==> src/rtl/muldiv_mul_arbiter.sv <==
// -----------------------------------------------------------------------------
// muldiv_mul_arbiter
//
// Sequencer and two-port arbiter for the shift-and-add RV32M multiplier.
// Requester 0 is the CPU execute stage and requester 1 is a coprocessor.
// The block accepts one request at a time and decodes the M-extension
// multiply variant into the multiplier's hm/ua/ub controls. It then pulses
// the load strobe, waits for busy to drop, captures the 32-bit result and
// returns it to the granted requester with a one-cycle done pulse.
//
// Optional feature (macro MULCTL_TIMEOUT_EN):
//   When this macro is defined, a CNT_W-bit watchdog counts the WAIT cycles.
//   If busy is still high after TIMEOUT cycles, the block aborts and returns
//   rsp_result = 0 with rsp_err = 1. When the macro is undefined, no counter
//   is built and rsp_err is tied to 0.
//
// Parameters:
//   TIMEOUT     max WAIT cycles before a forced abort (optional feature only)
//   CNT_W       width of the timeout counter, 2**CNT_W > TIMEOUT
//
// Ports:
//   clk, resetn            clock, asynchronous active-low reset
//   req_valid[1:0]         per-requester request valid
//   req_op0/1[1:0]         00 MUL, 01 MULH, 10 MULHSU, 11 MULHU
//   req_rs1_0/1, req_rs2_0/1  operands per requester
//   req_ready[1:0]         accept pulse (combinational, IDLE cycle only)
//   rsp_done[1:0]          one-cycle result-valid pulse to the granted port
//   rsp_result[31:0]       result, held until the next done
//   rsp_err                timeout flag, qualified by rsp_done
//   m_a, m_b, m_ua, m_ub, m_hm, m_load   multiplier controls (registered)
//   m_busy, m_out          multiplier status and result
// -----------------------------------------------------------------------------
module muldiv_mul_arbiter #(
    parameter int unsigned TIMEOUT = 40,
    parameter int unsigned CNT_W   = 6
) (
    input  logic        clk,
    input  logic        resetn,
    input  logic [1:0]  req_valid,
    input  logic [1:0]  req_op0,
    input  logic [1:0]  req_op1,
    input  logic [31:0] req_rs1_0,
    input  logic [31:0] req_rs1_1,
    input  logic [31:0] req_rs2_0,
    input  logic [31:0] req_rs2_1,
    output logic [1:0]  req_ready,
    output logic [1:0]  rsp_done,
    output logic [31:0] rsp_result,
    output logic        rsp_err,
    output logic [31:0] m_a,
    output logic [31:0] m_b,
    output logic        m_ua,
    output logic        m_ub,
    output logic        m_hm,
    output logic        m_load,
    input  logic        m_busy,
    input  logic [31:0] m_out
);

    typedef enum logic [1:0] {
        ST_IDLE  = 2'd0,
        ST_ISSUE = 2'd1,
        ST_WAIT  = 2'd2,
        ST_DONE  = 2'd3
    } state_t;

    // Multiplier controls for one op, packed as {hm, ua, ub}.
    // ua/ub = 1 means that operand is unsigned; hm = 1 selects the high word.
    function automatic logic [2:0] decode_op(input logic [1:0] op);
        case (op)
            2'b00:   decode_op = 3'b011;  // MUL: low word, sign irrelevant
            2'b01:   decode_op = 3'b100;  // MULH: signed x signed
            2'b10:   decode_op = 3'b110;  // MULHSU: rs2 (a) unsigned, rs1 (b) signed
            default: decode_op = 3'b111;  // MULHU: unsigned x unsigned
        endcase
    endfunction

    state_t      state_q;
    logic        ptr_q;        // round-robin winner when both ports request
    logic        grant_q;      // port that owns the in-flight operation
    logic [31:0] m_a_q;
    logic [31:0] m_b_q;
    logic        m_ua_q;
    logic        m_ub_q;
    logic        m_hm_q;
    logic        m_load_q;
    logic [1:0]  rsp_done_q;
    logic [31:0] rsp_result_q;

    logic        gnt_idx;
    logic [1:0]  sel_op;
    logic [31:0] sel_rs1;
    logic [31:0] sel_rs2;
    logic [1:0]  done_vec_d;

    // Arbitration: a single requester wins outright. When both request, the
    // pointer decides.
    always_comb begin
        // NOTE: every signal gets a default first so no path can infer a latch.
        gnt_idx   = 1'b0;
        req_ready = 2'b00;
        if (req_valid == 2'b11) begin
            gnt_idx = ptr_q;
        end else begin
            gnt_idx = req_valid[1];
        end
        if (state_q == ST_IDLE && req_valid != 2'b00) begin
            req_ready[gnt_idx] = 1'b1;
        end
    end

    assign sel_op     = gnt_idx ? req_op1   : req_op0;
    assign sel_rs1    = gnt_idx ? req_rs1_1 : req_rs1_0;
    assign sel_rs2    = gnt_idx ? req_rs2_1 : req_rs2_0;
    assign done_vec_d = grant_q ? 2'b10 : 2'b01;

`ifdef MULCTL_TIMEOUT_EN
    logic [CNT_W-1:0] cnt_q;
    logic [CNT_W-1:0] cnt_d;
    logic             rsp_err_q;
    logic             timeout_d;

    assign cnt_d     = cnt_q + CNT_W'(1);
    assign timeout_d = (cnt_d == CNT_W'(TIMEOUT));
`else
    // The timeout parameters have no effect in this build.
    logic unused_cfg;
    assign unused_cfg = (TIMEOUT > 0) && (CNT_W > 0);
`endif

    // NOTE: sequential state uses non-blocking assignments only, so every
    // register samples the pre-edge values of the others.
    always_ff @(posedge clk or negedge resetn) begin
        if (!resetn) begin
            // NOTE: the operand and result registers are reset along with the
            // control registers, so every output reads 0 during reset.
            state_q      <= ST_IDLE;
            ptr_q        <= 1'b0;
            grant_q      <= 1'b0;
            m_a_q        <= '0;
            m_b_q        <= '0;
            m_ua_q       <= 1'b0;
            m_ub_q       <= 1'b0;
            m_hm_q       <= 1'b0;
            m_load_q     <= 1'b0;
            rsp_done_q   <= 2'b00;
            rsp_result_q <= '0;
`ifdef MULCTL_TIMEOUT_EN
            cnt_q        <= '0;
            rsp_err_q    <= 1'b0;
`endif
        end else begin
            // Load and done are strobes. They fall back to 0 unless a state
            // raises them.
            m_load_q   <= 1'b0;
            rsp_done_q <= 2'b00;
            case (state_q)
                ST_IDLE: begin
                    if (req_valid != 2'b00) begin
                        grant_q <= gnt_idx;
                        if (req_valid == 2'b11) begin
                            ptr_q <= ~gnt_idx;
                        end
                        m_a_q <= sel_rs2;
                        m_b_q <= sel_rs1;
                        {m_hm_q, m_ua_q, m_ub_q} <= decode_op(sel_op);
                        m_load_q <= 1'b1;
                        state_q  <= ST_ISSUE;
                    end
                end
                ST_ISSUE: begin
`ifdef MULCTL_TIMEOUT_EN
                    cnt_q <= '0;
`endif
                    state_q <= ST_WAIT;
                end
                ST_WAIT: begin
                    // Operands stay untouched here because m_out depends
                    // combinationally on hm until the capture edge.
                    if (!m_busy) begin
                        rsp_result_q <= m_out;
                        rsp_done_q   <= done_vec_d;
`ifdef MULCTL_TIMEOUT_EN
                        rsp_err_q    <= 1'b0;
`endif
                        state_q      <= ST_DONE;
`ifdef MULCTL_TIMEOUT_EN
                    end else if (timeout_d) begin
                        rsp_result_q <= '0;
                        rsp_done_q   <= done_vec_d;
                        rsp_err_q    <= 1'b1;
                        state_q      <= ST_DONE;
                    end else begin
                        cnt_q <= cnt_d;
`endif
                    end
                end
                ST_DONE: begin
                    state_q <= ST_IDLE;
                end
                default: begin
                    state_q <= ST_IDLE;
                end
            endcase
        end
    end

    assign m_a        = m_a_q;
    assign m_b        = m_b_q;
    assign m_ua       = m_ua_q;
    assign m_ub       = m_ub_q;
    assign m_hm       = m_hm_q;
    assign m_load     = m_load_q;
    assign rsp_done   = rsp_done_q;
    assign rsp_result = rsp_result_q;
`ifdef MULCTL_TIMEOUT_EN
    assign rsp_err    = rsp_err_q;
`else
    assign rsp_err    = 1'b0;
`endif

endmodule

==> config.mk <==
export PLATFORM = sky130hd
export DESIGN_NAME = muldiv_mul_arbiter
export DESIGN_NICKNAME = d
export VERILOG_FILES = /design/src/rtl/muldiv_mul_arbiter.sv
export SDC_FILE = /design/constraint.sdc
export NUM_CORES = 1
export LEC_CHECK = 0
export CAP_MARGIN = 10
export CELL_PAD_IN_SITES_DETAIL_PLACEMENT = 2
export CELL_PAD_IN_SITES_GLOBAL_PLACEMENT = 2
export CORE_ASPECT_RATIO = 1.75
export CORE_MARGIN = 4
export CORE_UTILIZATION = 21
export CTS_BUF_LIST = sky130_fd_sc_hd__clkbuf_4 sky130_fd_sc_hd__clkbuf_8 sky130_fd_sc_hd__clkbuf_16
export CTS_CLUSTER_SIZE = 12
export DETAILED_ROUTE_END_ITERATION = 10
export MAX_ROUTING_LAYER = met4
export PLACE_DENSITY = 0.83
export SETUP_SLACK_MARGIN = 0.5
export SYNTH_ARGS = -nofsm -noshare
export SYNTH_HDL_FRONTEND = slang
export SYNTH_SLANG_ARGS = --single-unit
export TNS_END_PERCENT = 20
==> constraint.sdc <==
create_clock -name clk -period 1.8 [get_ports clk]
set_input_delay 0.36 -clock clk [delete_from_list [all_inputs] [get_ports clk]]
set_output_delay 0.36 -clock clk [all_outputs]
set_load 0.02 [all_outputs]
Word level (Yosys, flattened, before mapping)
Index checks and enable logic that the tools add are counted.

storage, ports and cells
  register bits after elaboration = 106
  word-level logic and storage cells = 48

operators by class
  magnitude comparators = 2
  reduce and logical (&&, ||, !) cells = 9
  mux-type cells = 16
  bitwise gates (word level) = 2
  equal/unequal tests = 8

operator list
  operator                                                  number
  2-to-1 mux 32 bit                                         2
  2-to-1 mux 2 bit                                          7
  case mux 3 bit (3 select lines)                           1
  equality test 2 bit, second input constant                4
  case mux 2 bit (4 select lines)                           1
  AND reduction 2 bit                                       3
  equality test 2 x 1 -> 1 bit, second input constant       2
  logical NOT 2 bit                                         2
  2-to-1 mux 1 bit                                          4
  AND reduction 3 bit                                       1
  logical AND 1 bit                                         2
  < comparator 1 x 2 -> 1 bit, second input constant        1
  inequality test 2 x 1 -> 1 bit, second input constant     1
  inequality test 2 bit, second input constant              1
  NOT 1 bit                                                 2
  nonzero test 2 bit                                        1
  demux 1 bit (select 1 bit)                                1
  greater-or-equal comparator 1 bit, second input constant  1

Depth between registers and ports, before layout
  depth in word-level cells = 7
  gate-level depth with buffers = 8

Least setup slack after synthesis
Ideal clock, no wire load.

  path kind = reg-to-output
  from = register state_q[0]
  to = output req_ready[0]
  stages on the path, launching flop included = 6
  buffers on the path = 1
  slack = 0.139 ns
  data required time = 1.440 ns
  arrival = 1.301 ns
  cell sequence = dfrtp_1 inv_1 ha_1 o21ai_4 buf_2 a21oi_1

on the way
  cells in the longest elaborated chain, start to end = 3

ends and longest elaborated chain
  what                      RTL line  RTL
  start: declaration        78        state_t state_q;
  start signal: assignment  137       state_q <= ST_IDLE;
  start signal: assignment  168       state_q <= ST_ISSUE;
  start signal: assignment  175       state_q <= ST_WAIT;
  logical NOT 2 bit         107       if (state_q == ST_IDLE && req_valid != 2'b00) begin
  logical AND 1 bit         107
  2-to-1 mux 2 bit          107
  end: declaration          46        output logic [1:0] req_ready,

Every way passes these cells.

Final worst setup path
  from = register m_b_q[31], in the netlist m_b[31]
  to = output m_b[31]

RTL lines
  what                      RTL line  RTL
  start: declaration        82        logic [31:0] m_b_q;
  start signal: assignment  165       m_b_q <= sel_rs1;
  end: declaration          51        output logic [31:0] m_b,

No word-level cell between the ends.

==> reports/qor.txt <==
Number of placed instances with taps included: 1,024
Async SR Flop Fraction: 100%
Final weighted congestion of routability-driven global placement: 0.780
Worst supply voltage drop on vdd: 529 uV
Final wirelength: 23,600 microns
Number of global-route vias before repair: 5,723
Mean instance size in the synthesized netlist: 10.0 sq um
Result of the run: complete, no violations
Starting utilization of the core area: 21.4%
Top-Level Pins: 274
Leakage dissipation: 3.54 nW
EDFF count, synth: 0
Final layout net count: 938
Syn nets: 648
Global-route congestion overflow total: 0
Per-cell via count in the routed design: 4.70
Area fraction of the dominant cell type after synthesis: 55.7%
Number of buffers created by CTS: 9
Arrival time reported for the critical path endpoint: 1.35 ns
Net Sw Frac: 41.3%
GRT Resource Usage Total: 18.7%
Unrepaired setup endpoints after global routing: true
Number of iterations in the first detailed-routing pass: 4
Clock root buffer: sky130_fd_sc_hd__clkbuf_16
P_int: 8.78 mW
Number of antenna violations at the first check in global routing: 8
Critical Path Stages: 1
Sequential-to-total area share from yosys stat: 55.7%
Biggest area contributors in the synthesized netlist: sky130_fd_sc_hd__dfrtp_1 56%, sky130_fd_sc_hd__a31oi_1 8.4%, sky130_fd_sc_hd__mux2_2 8.0%, sky130_fd_sc_hd__o21ai_0 7.0%, sky130_fd_sc_hd__a21oi_1 6.8%
Biggest cell delay along the critical path: 0.64 ns
Share of layout cells above drive strength 1: 25.3%
Synthesized instance count: 475
Worst path buffer plus inverter count: 1
Maximum fanout along the worst path: 2
Cell with the most instances after synthesis: sky130_fd_sc_hd__dfrtp_1
Drt first-iter violations: 186
Commonest cells post-synth: 106 x sky130_fd_sc_hd__dfrtp_1, 67 x sky130_fd_sc_hd__o21ai_0, 65 x sky130_fd_sc_hd__a21oi_1, 65 x sky130_fd_sc_hd__nor2_1, 64 x sky130_fd_sc_hd__a31oi_1
Setup tns final: 0 ns
H-Tree Depth: 3
Warning count from the yosys run: 0
DR WL/cell: 21.9 microns
Core area: 22,300 sq um
Kind of cell with the highest combined delay on the critical path: buffers and inverters
Overall die width: 122 microns
Summed instance area of the synthesized netlist: 4760 sq um
Fraction of the cycle the final worst path needs: 95.0%
Vertical extent of the die: 207 microns
DRC violations left: 0
Switching power summed over all nets: 6.18 mW
Sequential Power Share: 29.1%
Total power per unit cell area: 1730 nW/um^2
Slew Viols, Final: 0
CP Cell Sequence: clkdlybuf4s50_1
Count of cells along the worst register-to-register path: 6
Pin count of the biggest net entering global routing: 52
Layout Area Growth over Synthesis: 81.4%
Crit path required time: 1.44 ns
Number of maximum-capacitance violations: 0
Placed Instance Area: 7980 sq um
Placed wire-length estimate: 17,100 microns
Critical Path Source Type: flop
Largest area contributor in the synthesized netlist: sky130_fd_sc_hd__dfrtp_1
Non-Filler Instances: 1,074
Final critical delay including setup and external delays: 1.71 ns
Part of the power in the clock network: 13.5%
Fraction of power consumed by combinational cells: 57.4%
Worst-case clock skew: 0.00831 ns
Max Clk Rate: 585 MHz
Slowest CP cell: sky130_fd_sc_hd__clkdlybuf4s50_1
Clock Latency Late Sink: 0.36 ns
Number of hold violations in the final report: 0
Clock transition at the registers of the reported paths: 0.08 ns
Number of port buffers: 272
First-pass GRT wire length: 34,700 microns
Post-route worst hold slack: 0.387 ns
Clock Sinks: 106
Post-layout total power: 15.0 mW
Final design instance area without fill: 8630 sq um
TritonCTS clock tree: done
Class of the tightest hold or removal check: primary input to asynchronous set/reset pin
Kind of critical path: flop to output port
Maximum root-to-sink buffer count: 2
Floorplan row count: 72
Count of final setup violators: 0
Dominant synthesized flop cell: sky130_fd_sc_hd__dfrtp_1
Number of antenna-violating nets in the routed design: 0
Vias after detailed routing: 5,051
Floorplan die area: 25,200 sq um
#FFs+latches synth: 106
CP endpoint kind: output port
Number of distinct standard cells referenced by the synthesized netlist: 27
cell families (layout without fill, tap and decap cells):
group | count (synthesis) | in the layout | synth area share, %
flip-flops | 106 | 106 | 55.7
buffers and inverters | 51 | 346 | 5.00
AND/OR/NAND/NOR | 76 | 76 | 6.34
AO/OA/AOI/OAI | 200 | 200 | 23.1
other | 1 | 9 | 0.0788
adder cells (fa/ha/maj) | 4 | 4 | 1.05
XOR/XNOR | 1 | 1 | 0.184
multiplexers | 36 | 36 | 8.47
power groups by stage:
stage	Combinational, mW	Sequential [mW]	Clock [mW]
5_1_grt	9.21	4.53	2.20
3_3_place_gp	7.76	4.20	0
4_1_cts	8.55	4.31	2.12
6_report	8.58	4.36	2.02
2_1_floorplan	2.50	5.64	0
3_5_place_dp	8.01	4.30	0
worst register-to-register path, cell delays in order (launching register included):
cell,delay (ns)
sky130_fd_sc_hd__dfrtp_1,0.41
sky130_fd_sc_hd__inv_2,0.09
sky130_fd_sc_hd__buf_4,0.12
sky130_fd_sc_hd__ha_4,0.13
sky130_fd_sc_hd__nor2b_2,0.18
sky130_fd_sc_hd__buf_12,0.22
sky130_fd_sc_hd__mux2_2,0.39
registers in the layout (all words and copies together), names as in the netlist:
name        cells
ptr_q           1
m_b            32
rsp_result     32
m_ub            1
m_hm            1
rsp_done        2
m_ua            1
m_load          1
grant_q         1
state_q         2
m_a            32
per-layer routing:
layer	vias up	GRT usage (%)	routed length, microns
met3	40	3.77	1080
li1	2285	-	-
met1	2558	18.6	7930
met4	0	8.20	693
met2	168	34.5	13800
met5	-	-	0
layout by cell type (no fill, tap or decap), drive strengths merged, types with 2 or more instances in the layout:
cell             n
a21oi           65
a31oi           64
buf            123
bufbuf           3
clkbuf           9
clkdlybuf4s50  194
dfrtp          106
diode            8
dlygate4sd2      4
ha               4
inv              9
mux2            34
mux2i            2
nand2            4
nor2            65
nor2b            3
o21ai           68
stage by stage:
step	util, %	worst slack, ns
2_1_floorplan	-	0.360
3_3_place_gp	35.9	-0.470
3_5_place_dp	35.9	-0.450
4_1_cts	38.3	0.0610
5_1_grt	38.8	0.0320
6_report	38.8	0.0905
final timing paths:
check                                       start                        end  slack (ns)
hold / removal                             resetn         m_b[5]$_DFFE_PN0N_        0.39
hold reg to reg               grant_q$_DFFE_PN0N_      rsp_done[0]$_DFF_PN0_        0.47
setup reg to reg           state_q[0]$_DFFE_PN0P_  rsp_result[1]$_DFFE_PN0P_        0.15
max in group asynchronous                  resetn        m_a[22]$_DFFE_PN0N_        0.90
min in group clk              grant_q$_DFFE_PN0N_      rsp_done[0]$_DFF_PN0_        0.47
setup / recovery              m_b[31]$_DFFE_PN0N_                    m_b[31]        0.09
cell type report:
cell class	count	area, sq um
repair buffers	326	3300
clock inverters	7	65.1
well taps	296	370
fillers	2377	13600
diodes	8	20.0
clock buffers	9	225
flip-flops and latches	106	2650
inverters	4	20.0
multi-input cells	318	1980
repair_timing:
action | in CTS | in global routing
hold buffers | 1 | 0
gates cloned | 3 | 0
endpoints found under the hold margin | 5 | 0
buffers inserted | 9 | 13
resized for setup | 224 | 178
endpoints found under the setup margin | 208 | 202
pin swaps | 3 | 0
Note: power is estimated with default switching activity, not from simulation.
==> patch, RTL diff (config.mk and constraints unchanged) <==
The 4 states of `state_t` get a one-hot encoding in 4 bits.
--- a/src/rtl/muldiv_mul_arbiter.sv
+++ b/src/rtl/muldiv_mul_arbiter.sv
@@ -57,11 +57,11 @@
     input  logic [31:0] m_out
 );
 
-    typedef enum logic [1:0] {
-        ST_IDLE  = 2'd0,
-        ST_ISSUE = 2'd1,
-        ST_WAIT  = 2'd2,
-        ST_DONE  = 2'd3
+    typedef enum logic [3:0] {
+        ST_IDLE  = 4'b0001,
+        ST_ISSUE = 4'b0010,
+        ST_WAIT  = 4'b0100,
+        ST_DONE  = 4'b1000
     } state_t;
 
     // Multiplier controls for one op, packed as {hm, ua, ub}.
Check against the original RTL: same outputs for any inputs over 10 cycles, from zero or initial values and one cycle with resetn low; not proved beyond that.
==> patch against the unedited design <==
The flow now finishes with violations (setup timing). Utilization grew 0.94 points. Routed wire length shrank 5.1%. Global-route usage shrank 0.43 points. Synthesized area shrank 2.9%. Total power grew 4.2%. Clock power grew 2%. Sequential cell count grew 2. Final area shrank 0.64%. Via count shrank 15%. Setup slack lost 0.41 ns. First-iteration DRC count grew 4.8%. Sequential share of layout area grew 0.80 points. Critical endpoint is now req_ready[1]. Largest power group unchanged. Highest routed layer unchanged.
==> patch: results (changes against the unedited design) <==
.. list-table::
   :header-rows: 1

   * - Metric
     - Value
   * - Status
     - complete, but fails checks
   * - Failing checks
     - setup timing
   * - Min setup slack post-route
     - -0.315 ns (-0.405 ns)
   * - Worst setup startpoint
     - state_q[0]
   * - Total Routed Length
     - 22400 um (-5.1%)
   * - Multi-input comb cells
     - 194 (-39%)
   * - Fraction of standard cell area that is sequential
     - 0.315 (+0.00795)
   * - Worst ir drop on vdd
     - 667 uV (+26%)
   * - Number of standard cells after synthesis
     - 337 (-29%)
   * - Sequential cells
     - 108 (+1.9%)
   * - Setup crit end
     - req_ready[1]
   * - Total Negative Setup Slacks
     - -13.92 ns (-13.92 ns)
   * - Adder-Cell Fraction of Synth Area
     - 0.00542 (-0.00510)
   * - Critical path data arrival time
     - 1.75 ns (+0.40 ns)
   * - GR Layer Usage met1
     - 0.183 (-0.00248)
   * - Detailed router's first-iteration violation count
     - 195 (+4.8%)
   * - Switching power total
     - 6020 uW (-2.5%)
   * - Worst hold slack across all endpoints
     - 0.0420 ns (-0.345 ns)
   * - Post-Syn Area per Cell
     - 13.7 sq um (+37%)
   * - Routability Congestion
     - 0.756 (-3.0%)
   * - Via count of the first global-routing pass
     - 5124 (-10%)
   * - Final Setup Violations
     - 67 (+67)
   * - Share of the synthesized area in the top cell type
     - 0.580 (+0.0223)
   * - Routed length per placed instance
     - 24.4 um (+11%)
   * - Final total power
     - 15600 uW (+4.2%)
   * - Post-synth top cells
     - sky130_fd_sc_hd__dfrtp_1, sky130_fd_sc_hd__a221o_1, sky130_fd_sc_hd__o21a_1
==> patch: what timing repair did <==
| item | in CTS | in global routing |
|---|---|---|
| resized for setup | 502 | 152 |
| buffers inserted | 6 | 2 |
| hold buffers | 0 | 0 |
| pin swaps | 7 | 2 |
| endpoints found under the setup margin | 211 | 185 |
| cloned | 6 | 3 |
==> patch: per-layer routing <==
layer / wire length (um) / share of wire
met3: 1230 / 0.055
met4: 565 / 0.025
met2: 12600 / 0.57
met1: 7920 / 0.35
met5: 0 / 0
==> patch: cell families (layout without fill, tap and decap cells) <==
family	after synthesis	count (layout)
buffers and inverters	35	324
other	1	1
DFF	108	108
adders and majority gates	2	2
AOI/OAI and AO/OA	139	139
xor gates and xnor gates	1	1
muxes	35	35
and+or+nand+nor	16	16
==> patch: critical path, cell delays in order (launching register included) <==
cell and delay [ns]:
sky130_fd_sc_hd__dfstp_2 0.54, sky130_fd_sc_hd__or4b_4 0.50, sky130_fd_sc_hd__nor3b_4 0.22, sky130_fd_sc_hd__buf_6 0.15
